`src/rtl/led_bank_arbiter.sv`:
```
// led_bank_arbiter: round-robin ownership of the five user LEDs with a minimum tenure and per-owner PWM dimming.
module led_bank_arbiter #(
    parameter int NREQ        = 3,
    parameter int HOLD_CYCLES = 12_000_000,
    parameter int HOLD_W      = 24,
    parameter int PWM_W       = 4
) (
    input  logic                    clk,
    input  logic                    resetn,
    input  logic [NREQ-1:0]         req,
    input  logic [5*NREQ-1:0]       pat,
    input  logic [PWM_W*NREQ-1:0]   duty,
    output logic [NREQ-1:0]         gnt,
    output logic                    busy,
    output logic                    led1,
    output logic                    led2,
    output logic                    led3,
    output logic                    led4,
    output logic                    led5
);
    localparam int IW = $clog2(NREQ);
    typedef enum logic [1:0] {IDLE, OWN, GAP} state_t;
    state_t state, state_nx;
    logic [IW-1:0] last, win;
    logic [HOLD_W-1:0] tenure;
    logic [PWM_W-1:0] pcnt;
    logic [4:0] led;
    logic [4:0] pat_a [NREQ];
    logic [PWM_W-1:0] duty_a [NREQ];
    logic sat, leave, grab, pwm_on;
    for (genvar i = 0; i < NREQ; i++) begin : g_slice
        assign pat_a[i]  = pat[5*i +: 5];
        assign duty_a[i] = duty[PWM_W*i +: PWM_W];
    end
    // requesters above last outrank those at or below it; lowest index wins within each group
    always_comb begin
        win = last;
        for (int j = NREQ - 1; j >= 0; j--)
            if (req[j] && j <= int'(last)) win = IW'(j);
        for (int j = NREQ - 1; j >= 0; j--)
            if (req[j] && j > int'(last)) win = IW'(j);
        sat      = tenure == HOLD_W'(HOLD_CYCLES);
        leave    = state == OWN && (!req[last] || (sat && |(req & ~gnt)));
        grab     = state != OWN && |req;
        pwm_on   = pcnt < duty_a[last] || &duty_a[last];
        state_nx = state == OWN ? (leave ? GAP : OWN) : (grab ? OWN : IDLE);
    end
    always_ff @(posedge clk) begin
        if (!resetn) begin
            state  <= IDLE;
            gnt    <= '0;
            busy   <= 1'b0;
            led    <= '0;
            tenure <= '0;
            pcnt   <= '0;
            last   <= IW'(NREQ - 1);
        end else begin
            state  <= state_nx;
            pcnt   <= pcnt + 1'b1;
            gnt    <= grab ? NREQ'(1) << win : (leave ? '0 : gnt);
            busy   <= grab || (state == OWN && !leave);
            last   <= grab ? win : last;
            tenure <= grab ? '0 : (state == OWN && !sat) ? tenure + 1'b1 : tenure;
            led    <= (state == OWN && !leave) ? pat_a[last] & {5{pwm_on}} : '0;
        end
    end
    assign {led1, led2, led3, led4, led5} = led;
endmodule

```
`config.mk`:
```
export PLATFORM = sky130hd
export DESIGN_NAME = led_bank_arbiter
export DESIGN_NICKNAME = d
export VERILOG_FILES = /design/src/rtl/led_bank_arbiter.sv
export SDC_FILE = /design/constraint.sdc
export NUM_CORES = 1
export LEC_CHECK = 0
export CAP_MARGIN = 30
export CORE_MARGIN = 2
export CORE_UTILIZATION = 45
export CTS_CLUSTER_SIZE = 30
export DETAILED_ROUTE_END_ITERATION = 16
export PLACE_DENSITY = 0.7
export SYNTH_ARGS = -nofsm -noshare
export SYNTH_HDL_FRONTEND = slang
export SYNTH_SLANG_ARGS = --single-unit
```
`constraint.sdc`:
```
create_clock -name clk -period 4.5 [get_ports clk]
set_input_delay 0.9 -clock clk [delete_from_list [all_inputs] [get_ports clk]]
set_output_delay 0.9 -clock clk [all_outputs]
set_load 0.01 [all_outputs]
```
Yosys cells after proc, flatten, opt, wreduce, memory -nomap -nowiden
Cells that the tools add are included.
- memories kept: 0
- bits in latches: 0
- register bits: 41
- RAM bits: 0
- ROM bits: 0
- reductions and logical operators: 21
- $lt $le $gt $ge: 7
- muxes and demuxes: 18
- divide/modulo/power cells: 0
- bitwise logic cells: 5
- $add $sub $neg: 2
- $mul: 0
- shift operators: 1
- eq/ne operators: 3
- operators with widths (cell ; count):
    24-bit by 1-bit adder with 24-bit output (second input constant) ; 1
    24-bit == test (second input constant) ; 1
    2-bit 2-to-1 mux ; 7
    5-bit binary-select mux with 2-bit select ; 1
    5-bit 2-to-1 mux ; 2
    1-bit logical AND ; 9
    4-bit binary-select mux with 2-bit select ; 1
    4-bit 2-to-1 mux ; 2
    3-bit 2-to-1 mux ; 2
    3-bit OR reduction ; 2
    5-bit bitwise AND ; 1
    4-bit by 1-bit adder with 4-bit output (second input constant) ; 1
    4-bit less-than comparator ; 1
    4-bit AND reduction ; 1
    3-bit bitwise AND ; 1
    3-bit >= comparator (second input constant) ; 1
    1-bit zero test ; 3
    1-bit logical OR ; 3
    2-bit by 3-bit less-than comparator with 1-bit output (second input constant) ; 1
    2-bit NOT with 3-bit output ; 1
    3-bit NOT ; 1
    1-bit by 2-bit left shift with 3-bit output (first input constant) ; 1
    1-bit binary-select mux with 2-bit select ; 1
    2-bit by 1-bit == test with 1-bit output (second input constant) ; 1
    10 further kinds ; 11

Depth between registers and ports, before layout
- depth after elaboration: 9
- mapped depth: 11

Least setup slack after synthesis
OpenSTA, ideal clock, no wires.
- path kind: input to register
- start point: input duty[7]
- end point: register led[0]
- setup time: 0.080 ns
- stages on the path: 8
- data required time: 4.420 ns
- path slack: 2.173 ns
- arrival time: 2.248 ns
- path through: mux2i_1 > o2bb2ai_1 > inv_1 > ha_1 > a2111oi_0 > a31o_2 > a21oi_1 > nor3b_1
- word-level cells in the longest chain between the ends: 6
- elaborated cells between the ends (all ways): 7
- those cells by class: order compare (1); mux (3); bitwise (1); reduce/logical (2)
- ends and longest elaborated chain (what ; RTL line ; source):
    from (decl) ; 12 ; input logic [PWM_W*NREQ-1:0] duty,
    4-bit binary-select mux with 2-bit select (*) ; 45 ; pwm_on = pcnt < duty_a[last] || &duty_a[last];
    4-bit 2-to-1 mux (not written as such) (*) (2 in series) ; 45 ;
    4-bit less-than comparator / 4-bit AND reduction (equally long branches) ; 45 ;
    1-bit logical OR (*) ; 45 ;
    5-bit bitwise AND (*) ; 64 ; led <= (state == OWN && !leave) ? pat_a[last] & {5{pwm_on}} : '0;
    to (signal assigned) ; 64 ;
    to (decl) ; 27 ; logic [4:0] led;
Every way passes the cells marked *; elsewhere a longest branch is shown, timed or not. The select of a mux whose other input is x is not followed.
A chain may end at the register's enable or synchronous reset.

Worst setup path in the final report
- start point: input req[1]
- end point: register led[0]
- word-level cells in the longest chain between the ends: 8
- elaborated cells between the ends (all ways): 11
- those cells by class: mux (2); bitwise (1); reduce/logical (8)
- ends and longest elaborated chain (what ; RTL line ; source):
    from (decl) ; 10 ; input logic [NREQ-1:0] req,
    1-bit binary-select mux with 2-bit select / 3-bit bitwise AND (equally long branches) ; 43 ; leave = state == OWN && (!req[last] || (sat && |(req & ~gnt)));
    1-bit 2-to-1 mux (not written as such) / 3-bit OR reduction (equally long branches) ; 43 ;
    1-bit zero test / 1-bit logical AND (equally long branches) ; 43 ;
    1-bit logical OR (*) ; 43 ;
    1-bit logical AND (*) ; 43 ;
    1-bit zero test (*) ; 64 ;
    1-bit logical AND (*) ; 64 ;
    2-bit AND reduction (no line) (*) ; n/a ;
Marked as above.

==> flow_metrics.py <==
metrics = {
    "grt": {
        "grt_max_degree": 25,
        "grt_overflow_total": 0,
        "grt_pass1_wl_mm": 7.65,
        "antenna_found_initial": 0,
        "grt_pass1_vias": 1712,
        "grt_usage_pct": 18.2,
    },
    "pwr": {
        "p_per_area_mw_per_mm2": 327,
        "vdd_ir_drop_max_uv": 238,
        "power.leakage_nw": 0.996,
    },
    "clocking": {
        "root_buffer": "clkbuf_8",
        "cts.path.max_buffers": 2,
        "clock_sinks": 41,
        "clkTransAtPathRegs_ns": 0.08,
        "cts_resized": 0,
        "clk_latency_ns": 0.30,
        "cts-buffers-inserted": 5,
        "cts_setup_buffers": 0,
        "cts_tree": "yes",
        "h-tree-depth": 2,
        "cts_hold_buf": 0,
    },
    "worst_setup_path": {
        "cp-end-kind": "flip-flop",
        "slowest_stage": "a211oi_2",
        "path_cells": "clkdlybuf4s50_1 > nor2_1 > a21o_1 > nand2_1 > a211oi_2 > nor3b_1",
        "worstSetupPathType": "input port to flip-flop",
        "crit_family": "simple AND/OR/NAND/NOR gates",
        "arrival_ns": 3.16,
        "critPathLaunchType": "input port",
        "crit_required_ns": 4.73,
        "cpPeakStageDelay_ns": 0.57,
        "cp_max_fo": 24,
        "crit_buf_inv": 1,
    },
    "place": {
        "dpl_cell_area_mm2": 0.00257,
        "port_buffers": 40,
        "hpwl_mm": 3.38,
        "place_congestion": 0.822,
        "place_ws_ns": 1.20,
    },
    "synthesis": {
        "syn_area_mm2": 0.00215,
        "ys_types": 42,
        "synthCells": 252,
        "avgSynthCellArea_um2": 8.52,
        "ys_ff_latch": 41,
        "async_flop_share_pct": 0,
        "synth_edf_count": 0,
        "synth_top_area_share_pct": 38.2,
        "yosysSeqAreaShare_pct": 38.2,
        "yosysWarningCount": 0,
        "synth_ff_type": "dfxtp_1",
        "yosysTopAreaCell": "dfxtp_1",
        "syn_nets": 290,
        "yosys-top-cells-area": "dfxtp_1 (38%), xor2_1 (6.1%), nor2_1 (5.4%), mux2i_1 (5.1%), nand2_1 (3.8%)",
    },
    "sta": {
        "maxSlewHeadroom_pct": 47.8,
        "finalHoldViolCount": 0,
        "period_minus_slack_ns": 2.94,
        "worst_pin_slew_ns": 0.782,
        "post-route-period-util_pct": 65.3,
        "tns_ns": 0,
        "skew_ns": 0.0102,
        "finalSetupViolations": 0,
        "whs_ns": 0.486,
        "rsz0062_at_grt": "no",
        "fmax_mhz": 341,
        "fin_ws_ns": 1.56,
        "maxSlewViolCount": 0,
    },
    "routing": {
        "routedWlPerCell_um": 13.5,
        "routed_wirelength_mm": 4.62,
        "avgViaCountPerCell": 5.39,
        "drcViolationCount": 0,
        "antenna_left": 0,
        "first_pass_iters": 4,
        "vias": 1849,
        "drt_iter0_drc": 140,
    },
    "run": {
        "maxCapViolations": 0,
    },
    "finish": {
        "area_growth_pct": 25.9,
        "layout_commonest_cell": "dfxtp_1",
        "final_nets": 326,
        "stdcell_area_mm2": 0.00270,
        "antenna_cells": 0,
        "n_fill_cell": 410,
        "drive_above_1_share_pct": 5.54,
        "layout_common_cells": "dfxtp_1 (41), clkdlybuf4s50_1 (40), nor2_1 (31)",
        "final_util_pct": 58.0,
    },
    "die": {
        "core-area_mm2": 0.00466,
        "row_count": 25,
        "die_x_um": 73.1,
        "die_area_mm2": 0.00534,
        "pin_count": 41,
        "dieHeight_um": 73.1,
        "start_util_pct": 46.1,
    },
    "run_status": {
        "status": "complete, no violations",
    },
    "hold_path": {
        "hp-class": "flip-flop to flip-flop",
    },
}
## layer usage
| layer | track usage (%) | part of all wire [%] |
|---|---|---|
| met1 | 22.6 | 46 |
| met2 | 29.1 | 43 |
| met3 | 5.94 | 9.1 |
| met4 | 7.20 | 1.5 |
| met5 | 0 | 0 |
## state kept, by name, indices dropped and copies added (netlist names)
signal  count
pcnt        4
led         5
state       2
gnt         3
last        2
tenure     24
busy        1
## final cells by class
| type | count | area, µm² | area share, % |
|---|---|---|---|
| Multi-Input combinational cell | 191 | 1240 | 46.0 |
| Sequential cell | 41 | 821 | 30.4 |
| Timing Repair Buffer | 40 | 400 | 14.8 |
| Clock buffer | 5 | 68.8 | 2.55 |
| Clock inverter | 3 | 68.8 | 2.55 |
| Tap cell | 54 | 67.6 | 2.50 |
| Inverter | 9 | 33.8 | 1.25 |
## cell usage after synthesis, types with 6 or more instances
library cell	n
dfxtp_1	41
nor2_1	31
nand2_1	22
a21oi_1	16
xor2_1	15
nand3_1	13
mux2i_1	11
inv_1	9
o21ai_0	8
nand4_1	7
buf_2	6
ha_1	6
## cells by family (layout without fill, tap and decap cells)
group	Yosys count	in the layout	synth area share, %
compound gates	47	47	14.7
xor+xnor	18	18	7.34
fa+ha+maj	6	6	3.50
buf+inv	20	57	3.85
flops	41	41	38.2
mux	11	11	5.13
simple gates	109	109	27.3
## metrics by stage
| step | power, mW | instances |
|---|---|---|
| final | 0.884 | 343 |
| after CTS | 0.896 | 343 |
| after global routing | 0.927 | 343 |
| after global placement | 0.538 | 335 |
| after floorplan | 0.480 | 252 |
| after detailed placement | 0.539 | 335 |
## power breakdown
part,total [mW],switching (mW),internal (mW)
Clock,0.355,0.131,0.223
Combinational,0.137,0.0649,0.0721
Sequential,0.393,0.0174,0.375
Total,0.884,0.214,0.671
## final timing paths
path | depth (start not counted) | slack, ns | endpoint | start
hold / removal | 1 | 0.49 | pcnt[0]$_SDFF_PN0_ | pcnt[0]$_SDFF_PN0_
hold reg to reg | 1 | 0.49 | pcnt[0]$_SDFF_PN0_ | pcnt[0]$_SDFF_PN0_
setup reg to reg | 8 | 1.56 | led[0]$_SDFF_PN0_ | last[1]$_SDFFE_PN1P_
setup / recovery | 6 | 1.56 | led[0]$_SDFF_PN0_ | req[1]
No activity file was read; power rests on OpenSTA's default activity.
